**config.mk**
```make
export PLATFORM = sky130hd
export DESIGN_NAME = load_store_unit
export DESIGN_NICKNAME = d
export VERILOG_FILES = /design/src/rtl/lsu_pkg.sv /design/src/rtl/load_store_unit.sv
export SDC_FILE = /design/constraint.sdc
export NUM_CORES = 1
export LEC_CHECK = 0
export ABC_AREA = 0
export BUFFER_PORTS_ARGS = -buffer_cell sky130_fd_sc_hd__clkbuf_2
export CORE_MARGIN = 10
export CORE_UTILIZATION = 42
export DETAILED_ROUTE_END_ITERATION = 7
export GPL_TIMING_DRIVEN = 0
export PLACE_DENSITY_LB_ADDON = 0.1
export SLEW_MARGIN = 0
export SYNTH_ARGS = -nofsm -noshare
export SYNTH_HDL_FRONTEND = slang
export SYNTH_SLANG_ARGS = --single-unit
```
**constraint.sdc**
```tcl
create_clock -name Clk -period 2.45 [get_ports Clk]
set_input_delay 0.3675 -clock Clk [delete_from_list [all_inputs] [get_ports Clk]]
set_output_delay 0.3675 -clock Clk [all_outputs]
set_load 0.1 [all_outputs]
```
**src/rtl/lsu_pkg.sv**
```systemverilog
// Shared types and defaults for the load/store unit: FSM state encoding,
// default data/address widths and the layout of the captured request.
package lsu_pkg;

  localparam int LSU_W = 8;
  localparam int LSU_A = 8;

  typedef enum logic [1:0] {
    IDLE = 2'd0,
    ACC0 = 2'd1,
    ACC1 = 2'd2,
    DONE = 2'd3
  } lsu_state_t;

  // Request as latched on the accept edge. Sized by the package defaults,
  // so the unit's W/A parameters are expected to stay at LSU_W/LSU_A.
  typedef struct packed {
    logic                   write;
    logic                   wide;
    logic                   signed_ld;
    logic [LSU_A-1:0]       addr;
    logic [2*LSU_W-1:0]     wdata;
  } lsu_req_t;

endpackage

```
**src/rtl/load_store_unit.sv**
```systemverilog
// Load/store unit between the execute stage and an 8-bit single-port data
// memory. One byte or halfword request is accepted in IDLE, split into one
// or two little-endian byte accesses, and answered with a one-cycle response.
// Memory-side outputs are decoded purely from registered state, so an
// asynchronous reset drops MemWriteEn immediately.
module load_store_unit
  import lsu_pkg::*;
#(
  parameter int W = LSU_W,
  parameter int A = LSU_A
) (
  input  logic           Clk,
  input  logic           ResetN,
  input  logic           ReqValid,
  output logic           ReqReady,
  input  logic           ReqWrite,
  input  logic           ReqWide,
  input  logic           ReqSigned,
  input  logic [A-1:0]   ReqAddr,
  input  logic [2*W-1:0] ReqWData,
  output logic           RespValid,
  output logic [2*W-1:0] RespRData,
  output logic           MemWriteEn,
  output logic [A-1:0]   MemAddress,
  output logic [W-1:0]   MemDataIn,
  input  logic [W-1:0]   MemDataOut
);

  lsu_state_t     state_q, state_d;
  lsu_req_t       req_q, req_d;
  logic [2*W-1:0] rdata_q, rdata_d;
  logic [A-1:0]   addrHi;

  // The high byte of a halfword lives at the next address, wrapping at the top.
  assign addrHi = req_q.addr + A'(1);

  // Next-state, request capture and load-data collection.
  always_comb begin
    state_d = state_q;
    req_d   = req_q;
    rdata_d = rdata_q;
    case (state_q)
      IDLE: begin
        if (ReqValid) begin
          req_d.write     = ReqWrite;
          req_d.wide      = ReqWide;
          req_d.signed_ld = ReqSigned;
          req_d.addr      = ReqAddr;
          req_d.wdata     = ReqWData;
          rdata_d         = '0;
          state_d         = ACC0;
        end
      end
      ACC0: begin
        if (!req_q.write) begin
          rdata_d[W-1:0] = MemDataOut;
        end
        state_d = req_q.wide ? ACC1 : DONE;
      end
      ACC1: begin
        if (!req_q.write) begin
          rdata_d[2*W-1:W] = MemDataOut;
        end
        state_d = DONE;
      end
      DONE: begin
        state_d = IDLE;
      end
      default: begin
        state_d = IDLE;
      end
    endcase
  end

  // State and captured registers, cleared asynchronously.
  always_ff @(posedge Clk or negedge ResetN) begin
    if (!ResetN) begin
      state_q <= IDLE;
      req_q   <= '0;
      rdata_q <= '0;
    end else begin
      state_q <= state_d;
      req_q   <= req_d;
      rdata_q <= rdata_d;
    end
  end

  // Memory strobes, handshake and response decoded from the registered state.
  always_comb begin
    ReqReady   = 1'b0;
    RespValid  = 1'b0;
    RespRData  = '0;
    MemWriteEn = 1'b0;
    MemAddress = '0;
    MemDataIn  = '0;
    case (state_q)
      IDLE: begin
        ReqReady = 1'b1;
      end
      ACC0: begin
        MemAddress = req_q.addr;
        if (req_q.write) begin
          MemWriteEn = 1'b1;
          MemDataIn  = req_q.wdata[W-1:0];
        end
      end
      ACC1: begin
        MemAddress = addrHi;
        if (req_q.write) begin
          MemWriteEn = 1'b1;
          MemDataIn  = req_q.wdata[2*W-1:W];
        end
      end
      DONE: begin
        RespValid = 1'b1;
        if (!req_q.write) begin
          if (req_q.wide) begin
            RespRData = rdata_q;
          end else begin
            RespRData = {{W{req_q.signed_ld & rdata_q[W-1]}}, rdata_q[W-1:0]};
          end
        end
      end
      default: begin
        ReqReady = 1'b0;
      end
    endcase
  end

endmodule

```
==> flow_summary.toml <==
[layout]
antenna_cells = 0
fill_cells = 505
final_nets = 344
post_route_cells_drive_above_1_share_pct = 51.8
syn2layout_area_growth_pct = 37.3

[detailed_routing]
wl_per_cell_um = 15.8
num_vias = 1846
drt-total-wl_mm = 5.90
ant_nets = 0
drt-initial-drc-count = 62
drt_pass1_iterations = 4
drc = 0
viasPerCell = 4.95

[clock_tree]
cts_hold_buffers = 0
htreeDepth = 2
cts-root-buf = "clkbuf_8"
cts-buffers-inserted = 5
clock_path_buffers = 2
clk_pin_slew_ns = 0.09
cts_sinks = 45
cts_tree = "done"
clock_latency_ns = 0.30

[synth]
yosys.area.top_type_share_pct = 47.9
syn_inst = 220
synth_area_leaders = "dfrtp_1 48%, mux2_2 14%, mux2i_1 6.8%"
ys.flop_type = "dfrtp_1"
synth.net_count = 264
synthTopCellsByCount = "45 x dfrtp_1, 29 x mux2_2, 22 x nand2_1, 20 x inv_1, 16 x mux2i_1"
yosysTopAreaCell = "dfrtp_1"
synth.avg_cell_area_um2 = 10.7
async_flop_share_pct = 100
ys_types = 30
yosysSeqAreaShare_pct = 47.9
synth_edf_count = 0
synthesis.area_um2 = 2350
yosysWarnings = 0
ys_ff_latch = 45
synth_most_common_cell = "dfrtp_1"

[critical_path]
arrival_ns = 1.99
critPathMaxFanout = 9
worst_path_largest_cell_delay_ns = 0.43
rrSetupSlack_ns = 0.64
cp_slowest_cell = "or4_1"
crit_family = "simple AND/OR/NAND/NOR gates"
path_cells = "inv_1 -> ha_4 -> nand2_1 -> or4_1 -> nand3_2 -> clkbuf_16"
worstReg2RegStart = "state_q[1]"
crit_type = "flip-flop to output pin"
critPathCaptureType = "output pin"
worstSetupStartpointType = "flip-flop"
crit_end = "MemAddress[7]"
cp.depth = 6
reg2reg_to = "req_q[10]"
reg2regPathDepth = 5
cp.required_ns = 2.08
cp-startpoint = "state_q[1]"
crit_buf_inv = 2

[die]
dieArea_um2 = 8990
die_y_um = 94.8
ios = 73
die_x_um = 94.8
core.rowCount = 27
coreArea_um2 = 5470
initial_utilization_pct = 43.0

[worst_hold_path]
hold_path_class = "primary input to asynchronous set/reset pin"

[place]
port_buffers = 72
gp_congestion = 0.827
dpl_worst_slack_ns = -0.200
dp_hpwl_mm = 4.46

[sta]
worst_slew_pin_slew_ns = 1.12
finClkSkew_ns = 0.00649
maxSlewHeadroom_pct = 25.3
setup_violations = 0
layout_min_cycle_time_ns = 2.35
max_freq_ghz = 0.425
setup_ws_ns = 0.0963
hold_violations = 0
fin_setup_tns_ns = 0
slew_viol_final = 0
rsz0062_at_grt = "no"
fin_crit_sh_pct = 96.1

[global_route]
grt_pass1_wl_mm = 9.65
grt_pass1_vias = 1920
grt.overflow.total = 0
grt_max_degree = 46
grtUsageTotal_pct = 13.5
antenna_found_initial = 0

[job]
max_cap_viol_count = 0

[status]
status = "finished clean"
sequential cells by signal, indices dropped and copies added, names as in the netlist:
register / cells
rdata_q: 16
state_q: 2
req_q: 27
per-layer routing:
layer | vias to the layer above | GRT usage, % | part of all wire [%]
li1 | 917 | - | -
met1 | 874 | 16.5 | 42
met2 | 49 | 21.5 | 48
met3 | 6 | 5.31 | 8.4
met4 | 0 | 4.11 | 1.2
met5 | - | 0 | 0
stage by stage:
step	area (um^2)	hold slack, ns	std cells	utilization (%)
global placement	2960	0.490	364	54.0
detailed placement	2960	0.496	364	54.0
finish	3230	0.261	373	59.0
CTS	3200	0.273	373	58.6
floorplan	2510	0.0719	220	-
global route	3230	0.279	373	59.0
logic make-up after synthesis:
family	count (synthesis)	synth area share (%)
compound gates	32	9.73
xor+xnor	2	0.745
fa+ha+maj	6	3.19
buf+inv	29	4.89
flops	45	47.9
mux	45	20.7
simple gates	61	12.9
worst register-to-register path: cells and delay by family (launching register included):
family        cells  cell delay (ns)
flops             1             0.39
mux               1             0.37
simple gates      1             0.31
fa+ha+maj         1             0.19
buf+inv           2             0.44
cell usage in the layout, fill, tap and decap left out, types with 2 or more instances in the layout:
cell type / netlist / routed
a21oi_4: 2 / 10
a22oi_1: 10 / 10
and2_2: 0 / 9
buf_2: 5 / 4
buf_4: 0 / 9
clkbuf_16: 0 / 2
clkbuf_2: 0 / 49
clkbuf_4: 0 / 15
clkbuf_8: 0 / 8
dfrtp_1: 45 / 44
ha_1: 6 / 2
ha_2: 0 / 3
inv_1: 20 / 19
mux2_2: 29 / 29
mux2i_1: 16 / 16
nand2_1: 22 / 21
nand2b_1: 4 / 4
nand3_1: 7 / 6
nor2_1: 9 / 9
nor2b_1: 5 / 2
nor2b_2: 0 / 2
o21ai_0: 4 / 2
o21ai_2: 0 / 2
o31ai_1: 2 / 2
xor2_1: 2 / 2
what timing repair did:
| action | CTS | global route |
|---|---|---|
| setup endpoints to repair | 33 | 15 |
| endpoints found under the hold margin | 0 | 0 |
| buffers inserted | 3 | 0 |
| gates resized for setup | 39 | 16 |
worst min-delay path by stage:
stage	endpoint	slack (ns)	depth (start not counted)
2_1_floorplan	rdata_q[0]	0.07	0
3_3_place_gp	req_q[12]	0.49	1
3_5_place_dp	req_q[12]	0.50	1
4_1_cts	req_q[6]	0.27	2
5_1_grt	req_q[17]	0.28	2
6_report	rdata_q[11]	0.26	1
final cells by class:
class | instances | area [um^2] | share of cell area, %
Sequential cell | 45 | 1130 | 34.9
Inverter | 20 | 75.1 | 2.32
Clock inverter | 2 | 17.5 | 0.542
Clock buffer | 6 | 82.6 | 2.56
Multi-Input combinational cell | 146 | 1300 | 40.3
Timing Repair Buffer | 75 | 490 | 15.2
Buffer | 7 | 43.8 | 1.36
Tap cell | 72 | 90.1 | 2.79
Power is left out: the tool's default activity adds up to more than one toggle a clock period on the data nets, which glitch-free logic cannot reach.
